[src/rtl/fir_pkg.sv]
// Shared types and default parameters for the FIR tap sequencer slice.
package fir_pkg;

    typedef enum logic [1:0] {
        IDLE  = 2'd0,
        RUN   = 2'd1,
        DRAIN = 2'd2,
        DONE  = 2'd3
    } fir_seq_state_t;

    localparam int NTAPS_DEF   = 10;
    localparam int MAC_LAT_DEF = 2;

endpackage

[src/rtl/fir_tap_counter.sv]
// Loadable, enabled up-counter with a terminal-count flag.
// Used by the sequencer for the tap index and for the MAC drain count.
module fir_tap_counter #(
    parameter int W = 8
) (
    input  logic         clk,
    input  logic         reset,
    input  logic         load,
    input  logic [W-1:0] load_val,
    input  logic         en,
    input  logic [W-1:0] last_val,
    output logic [W-1:0] count,
    output logic         tc
);

    logic [W-1:0] count_r;

    // Count register: load has priority over increment, otherwise hold.
    always_ff @(posedge clk or negedge reset) begin
        if (!reset) begin
            count_r <= {W{1'b0}};
        end else if (load) begin
            count_r <= load_val;
        end else if (en) begin
            count_r <= count_r + W'(1);
        end else begin
            count_r <= count_r;
        end
    end

    assign count = count_r;
    assign tc    = (count_r == last_val);

endmodule

[src/rtl/fir_tap_sequencer.sv]
// Frame controller for the time-multiplexed FIR MAC: one frame per new sample,
// stepping the tap index, flagging the first product, draining the MAC pipe and
// pulsing result_capture. A one-deep queue absorbs a sample that arrives mid-frame.
module fir_tap_sequencer
    import fir_pkg::*;
#(
    parameter int NTAPS   = NTAPS_DEF,
    parameter int TAPW    = 8,
    parameter int MAC_LAT = MAC_LAT_DEF
) (
    input  logic            clk,
    input  logic            reset,
    input  logic            sample_valid,
    input  logic [TAPW-1:0] eq_sel,
    input  logic            overrun_clr,
    output logic [TAPW-1:0] tapnum,
    output logic [TAPW-1:0] coef_sel,
    output logic            tap_valid,
    output logic            tap_first,
    output logic            mac_ce,
    output logic            result_capture,
    output logic            busy,
    output logic            overrun
);

    localparam int               DRAIN_W    = (MAC_LAT > 1) ? $clog2(MAC_LAT) : 1;
    localparam logic [TAPW-1:0]  TAP_LAST   = TAPW'(NTAPS - 1);
    localparam logic [DRAIN_W-1:0] DRAIN_LAST = DRAIN_W'(MAC_LAT - 1);

    // tapnum must be able to represent every tap index, and the drain needs at least one cycle
    if ((NTAPS < 1) || (NTAPS > (2 ** TAPW)) || (MAC_LAT < 1)) begin : g_param_check
        $error("fir_tap_sequencer: NTAPS must be 1..2**TAPW and MAC_LAT >= 1");
    end

    fir_seq_state_t      state_r;
    logic [TAPW-1:0]     coef_sel_r;
    logic                tap_valid_r;
    logic                tap_first_r;
    logic                mac_ce_r;
    logic                result_capture_r;
    logic                busy_r;
    logic                overrun_r;
    logic                pending_r;

    logic                start_s;
    logic                tap_en_s;
    logic                drain_load_s;
    logic                drain_en_s;
    logic                tap_tc_s;
    logic                drain_tc_s;
    logic [DRAIN_W-1:0]  drain_cnt_s;
    logic                pending_nxt_s;
    logic                overrun_set_s;

    fir_tap_counter #(.W(TAPW)) u_tap_cnt (
        .clk      (clk),
        .reset    (reset),
        .load     (start_s),
        .load_val ({TAPW{1'b0}}),
        .en       (tap_en_s),
        .last_val (TAP_LAST),
        .count    (tapnum),
        .tc       (tap_tc_s)
    );

    fir_tap_counter #(.W(DRAIN_W)) u_drain_cnt (
        .clk      (clk),
        .reset    (reset),
        .load     (drain_load_s),
        .load_val ({DRAIN_W{1'b0}}),
        .en       (drain_en_s),
        .last_val (DRAIN_LAST),
        .count    (drain_cnt_s),
        .tc       (drain_tc_s)
    );

    // Frame start and counter control derived from the current state.
    always_comb begin
        start_s      = 1'b0;
        tap_en_s     = 1'b0;
        drain_load_s = 1'b0;
        drain_en_s   = 1'b0;
        case (state_r)
            IDLE, DONE: begin
                start_s = sample_valid | pending_r;
            end
            RUN: begin
                if (tap_tc_s) begin
                    drain_load_s = 1'b1;
                end else begin
                    tap_en_s = 1'b1;
                end
            end
            DRAIN: begin
                if (drain_tc_s) begin
                    drain_en_s = 1'b0;
                end else begin
                    drain_en_s = 1'b1;
                end
            end
            default: begin
                start_s = 1'b0;
            end
        endcase
    end

    // One-deep sample queue: a second mid-frame sample is dropped and flagged.
    always_comb begin
        pending_nxt_s = pending_r;
        overrun_set_s = 1'b0;
        case (state_r)
            IDLE: begin
                pending_nxt_s = 1'b0;
            end
            RUN, DRAIN: begin
                if (sample_valid) begin
                    if (pending_r) begin
                        overrun_set_s = 1'b1;
                        pending_nxt_s = 1'b1;
                    end else begin
                        pending_nxt_s = 1'b1;
                    end
                end else begin
                    pending_nxt_s = pending_r;
                end
            end
            DONE: begin
                // a queued sample restarts now; a coincident new sample takes its queue slot
                pending_nxt_s = sample_valid & pending_r;
            end
            default: begin
                pending_nxt_s = 1'b0;
            end
        endcase
    end

    // Sequencer FSM with registered control outputs aligned to the state they describe.
    always_ff @(posedge clk or negedge reset) begin
        if (!reset) begin
            state_r          <= IDLE;
            coef_sel_r       <= {TAPW{1'b0}};
            tap_valid_r      <= 1'b0;
            tap_first_r      <= 1'b0;
            mac_ce_r         <= 1'b0;
            result_capture_r <= 1'b0;
            busy_r           <= 1'b0;
            overrun_r        <= 1'b0;
            pending_r        <= 1'b0;
        end else begin
            pending_r <= pending_nxt_s;
            overrun_r <= overrun_set_s | (overrun_r & ~overrun_clr);
            case (state_r)
                IDLE, DONE: begin
                    result_capture_r <= 1'b0;
                    if (start_s) begin
                        state_r     <= RUN;
                        coef_sel_r  <= eq_sel;
                        tap_valid_r <= 1'b1;
                        tap_first_r <= 1'b1;
                        mac_ce_r    <= 1'b1;
                        busy_r      <= 1'b1;
                    end else begin
                        state_r     <= IDLE;
                        tap_valid_r <= 1'b0;
                        tap_first_r <= 1'b0;
                        mac_ce_r    <= 1'b0;
                        busy_r      <= 1'b0;
                    end
                end
                RUN: begin
                    tap_first_r <= 1'b0;
                    if (tap_tc_s) begin
                        state_r     <= DRAIN;
                        tap_valid_r <= 1'b0;
                    end else begin
                        state_r     <= RUN;
                        tap_valid_r <= 1'b1;
                    end
                end
                DRAIN: begin
                    if (drain_tc_s) begin
                        state_r          <= DONE;
                        mac_ce_r         <= 1'b0;
                        result_capture_r <= 1'b1;
                    end else begin
                        state_r <= DRAIN;
                    end
                end
                default: begin
                    state_r          <= IDLE;
                    tap_valid_r      <= 1'b0;
                    tap_first_r      <= 1'b0;
                    mac_ce_r         <= 1'b0;
                    result_capture_r <= 1'b0;
                    busy_r           <= 1'b0;
                end
            endcase
        end
    end

    assign coef_sel       = coef_sel_r;
    assign tap_valid      = tap_valid_r;
    assign tap_first      = tap_first_r;
    assign mac_ce         = mac_ce_r;
    assign result_capture = result_capture_r;
    assign busy           = busy_r;
    assign overrun        = overrun_r;

endmodule

[config.mk]
export PLATFORM = sky130hd
export DESIGN_NAME = fir_tap_sequencer
export DESIGN_NICKNAME = d
export VERILOG_FILES = /design/src/rtl/fir_pkg.sv /design/src/rtl/fir_tap_counter.sv /design/src/rtl/fir_tap_sequencer.sv
export SDC_FILE = /design/constraint.sdc
export NUM_CORES = 1
export LEC_CHECK = 0
export BUFFER_PORTS_ARGS = -buffer_cell sky130_fd_sc_hd__buf_2
export CELL_PAD_IN_SITES_DETAIL_PLACEMENT = 0
export CELL_PAD_IN_SITES_GLOBAL_PLACEMENT = 1
export CORE_MARGIN = 1
export CORE_UTILIZATION = 38
export CTS_CLUSTER_DIAMETER = 50
export DETAILED_ROUTE_END_ITERATION = 12
export MAX_ROUTING_LAYER = met4
export PLACE_DENSITY = 0.76
export SETUP_SLACK_MARGIN = 0.3
export SLEW_MARGIN = 40
export SYNTH_ARGS = -nofsm -noshare
export SYNTH_HDL_FRONTEND = slang
export SYNTH_SLANG_ARGS = --single-unit
[constraint.sdc]
create_clock -name clk -period 2.3 [get_ports clk]
set_input_delay 0.46 -clock clk [delete_from_list [all_inputs] [get_ports clk]]
set_output_delay 0.46 -clock clk [all_outputs]
set_load 0.1 [all_outputs]
==> summary.md <==
The die outline width came out at 59.4 um. The number of antenna violations at the first check in global routing is 0, and the sequential element share of the synthesized area is 51.9%. Global routing used 25.4% of the available met2 tracks.

The net count of the finished layout is 180. The global-route track usage on met1 is 20.7%. Summed over all instances, the cell type with the most area after synthesis is sky130_fd_sc_hd__dfrtp_1. The maximum clock frequency was 563 MHz; the maximum level of the CTS H-tree was 1. The most used flip-flop cell after synthesis is sky130_fd_sc_hd__dfrtp_1. The number of hold buffers added after CTS was 0. The most congested layer reported by global routing was met2.

Setup violations remaining at the end of the flow were counted as 0. The aggregate negative setup slack was 0 ns. No sink is reached through more buffers than the 2 on the longest clock path.

The clock-pin slew on the worst setup and hold paths is 0.14 ns, and the number of failing hold endpoints at the final stage is 0. By startpoint and endpoint, the worst setup path is classified as reg2reg. Via count of the first global-routing pass: 956. The pin count of the biggest net entering global routing is 27, and the routed length per instance is 11.3 um.

For the pin with the worst max-slew slack, the measured transition is 0.568 ns. The die outline height came out at 59.4 um. The cell area that synthesis handed to floorplanning was 1250 um^2. Counting flops with a built-in enable in the synthesized netlist gives 0. The worst pin sits at a relative slew slack of 62.2%.

Counting every instance in the synthesized netlist gives 128. The synthesized area per cell is 9.78 um^2. Setup repair after global routing left no endpoint under its margin. STA classifies the critical path endpoint as a register. The sum of routed wire length over all layers was 2.31 mm; the number of buffers created by CTS was 3. In the synthesized netlist, the cells that appear most often are sky130_fd_sc_hd__nand2_1, sky130_fd_sc_hd__dfrtp_1, sky130_fd_sc_hd__inv_1, sky130_fd_sc_hd__nor2_1, sky130_fd_sc_hd__ha_1.

Of the cells placed in the final design, the portion with a size suffix greater than 1 is 29.4%. For this run, design rule violations remaining after detail routing come to 0. The number of maximum-capacitance violations is 0, and the post-synthesis register bit count is 26.

The run gives 0 as the number of warning messages in the yosys log. The cell with the most instances after synthesis was sky130_fd_sc_hd__nand2_1. The number of vias per cell after detailed routing was 4.67. Once detailed placement completed, the half-perimeter wirelength came to 1.68 mm. For the worst-skew pair, the clock arrives at the later sink with an insertion delay of 0.31 ns. Sorting the synthesized cells by area gives the leading types as sky130_fd_sc_hd__dfrtp_1, sky130_fd_sc_hd__nand2_1, sky130_fd_sc_hd__ha_1. The logs give 53 for the violation count after the first detailed-routing iteration and 20 for the cell row count. The total I/O pin count is 34. The netlist uses 30 different library cells. In this run the worst path has a maximum fanout of 18. The number of nets with antenna violations after detailed routing came out at 0. Compared with the post-synthesis result, the final layout area differs by 18.4%. The routing usage on met3 was 2.18%; the post-synth net total was 147.

The post-synthesis async set-or-reset flop share came out at 100%. TritonCTS built the clock tree. The logs give 3080 um^2 for the placeable core area and 4 for the first-pass iteration count of the detailed router.

Across all hold checks on the routed design, the worst slack comes to 0.115 ns. On the final layout, the worst clock skew is 0.00454 ns. For the sink count of the clock tree, the log shows 26. The initial core utilization is 40.7%, and the first-pass GRT wire length is 4.20 mm. The count of input and output buffers came out at 33.

Summed over all layers, the global routing overflow is 0. For the worst setup path, the data arrival time is 1.99 ns. For the die area, the log shows 3530 um^2. The tools report the critical path launch point type as a register.

The worst hold path belongs to the class in2async. The root buffer selected by CTS was sky130_fd_sc_hd__clkbuf_4. The shortest clock period the worst path allows after layout was 1.77 ns; the routability-driven placement congestion ratio was 0.736. The flow ran to the end, and the final reports show no timing, DRC or antenna violations. The area share of the largest cell type after synthesis was 51.9%. After layout, the worst path uses 77.2% of the clock period. STA puts the critical path data required time at 2.51 ns. The total count of max-transition violations in the final report is 0. Across all layers, the routed design uses 953 vias. Global routing used 16.0% of the available tracks across all layers. The number of antenna diodes in the final layout is 0.
repair_timing:
| action | in CTS | in global routing |
|---|---|---|
| setup buffers | 0 | 0 |
| gates resized for setup | 0 | 1 |
| endpoints found under the hold margin | 0 | 0 |
| endpoints found under the setup margin | 0 | 1 |
placed cells by master (no fill, tap or decap), drive strengths merged, types with 2 or more instances in the layout:
cell,Yosys,final
o21a,2,2
or3,3,3
a21oi,6,6
nand3b,2,2
buf,3,33
nand2,33,33
xor2,2,2
clkbuf,2,4
nor2,8,8
inv,8,8
dfrtp,26,26
ha,7,7
nand4,3,3
nand3,3,3
o21ai,6,6
kinds of logic after synthesis:
logic type / share of synthesized area [%]
adders and majority gates: 6.99
muxes: 2.00
xor gates and xnor gates: 1.40
buffers and inverters: 5.69
DFF: 51.9
AOI/OAI and AO/OA: 12.0
and+or+nand+nor: 20.0
critical path: stages, from the launching register on:
cell and delay [ns]:
sky130_fd_sc_hd__dfrtp_1 0.41, sky130_fd_sc_hd__inv_1 0.09, sky130_fd_sc_hd__ha_1 0.43, sky130_fd_sc_hd__o21ba_4 0.42, sky130_fd_sc_hd__nor2_1 0.06, sky130_fd_sc_hd__mux2_4 0.26
layout make-up:
| class | instances | area (um^2) |
|---|---|---|
| Fill cell | 304 | 1600 |
| Sequential cell | 26 | 656 |
| Multi-Input combinational cell | 89 | 541 |
| Timing Repair Buffer | 33 | 165 |
| Tap cell | 44 | 55.1 |
| Clock buffer | 4 | 36.3 |
| Inverter | 8 | 30.0 |
per-layer routing:
layer  share of wire, %  wire [um]  vias up
met1                 48       1110      441
met4               0.56         13        0
met5                  0          0        -
met2                 47       1080       23
met3                4.8        111        2
li1                   -          -      487
worst paths after layout:
kind / cells after the start / end / from / slack [ns]
max in group asynchronous: 1 / u_tap_cnt.count[5]$_DFFE_PN0P_ / reset / 1.78
hold reg to reg: 2 / coef_sel[3]$_DFFE_PN0P_ / coef_sel[3]$_DFFE_PN0P_ / 0.49
min in group clk: 2 / overrun$_DFF_PN0_ / overrun_clr / 0.30
hold / removal: 1 / overrun$_DFF_PN0_ / reset / 0.12
setup reg to reg: 5 / u_tap_cnt.count[1]$_DFFE_PN0P_ / state_r[0]$_DFF_PN0_ / 0.53
setup / recovery: 5 / u_tap_cnt.count[1]$_DFFE_PN0P_ / state_r[0]$_DFF_PN0_ / 0.53
through the flow:
step	instances	area (um^2)	setup WS [ns]	utilization, %
after floorplan	128	1260	0.317	-
after global placement	200	1440	0.462	46.7
after detailed placement	200	1440	0.408	46.8
after CTS	204	1480	0.379	48.0
after global routing	204	1480	0.368	48.2
final	204	1480	0.525	48.2
Power is left out: the tool's default activity adds up to more than one toggle a clock period on the data nets, which glitch-free logic cannot reach.
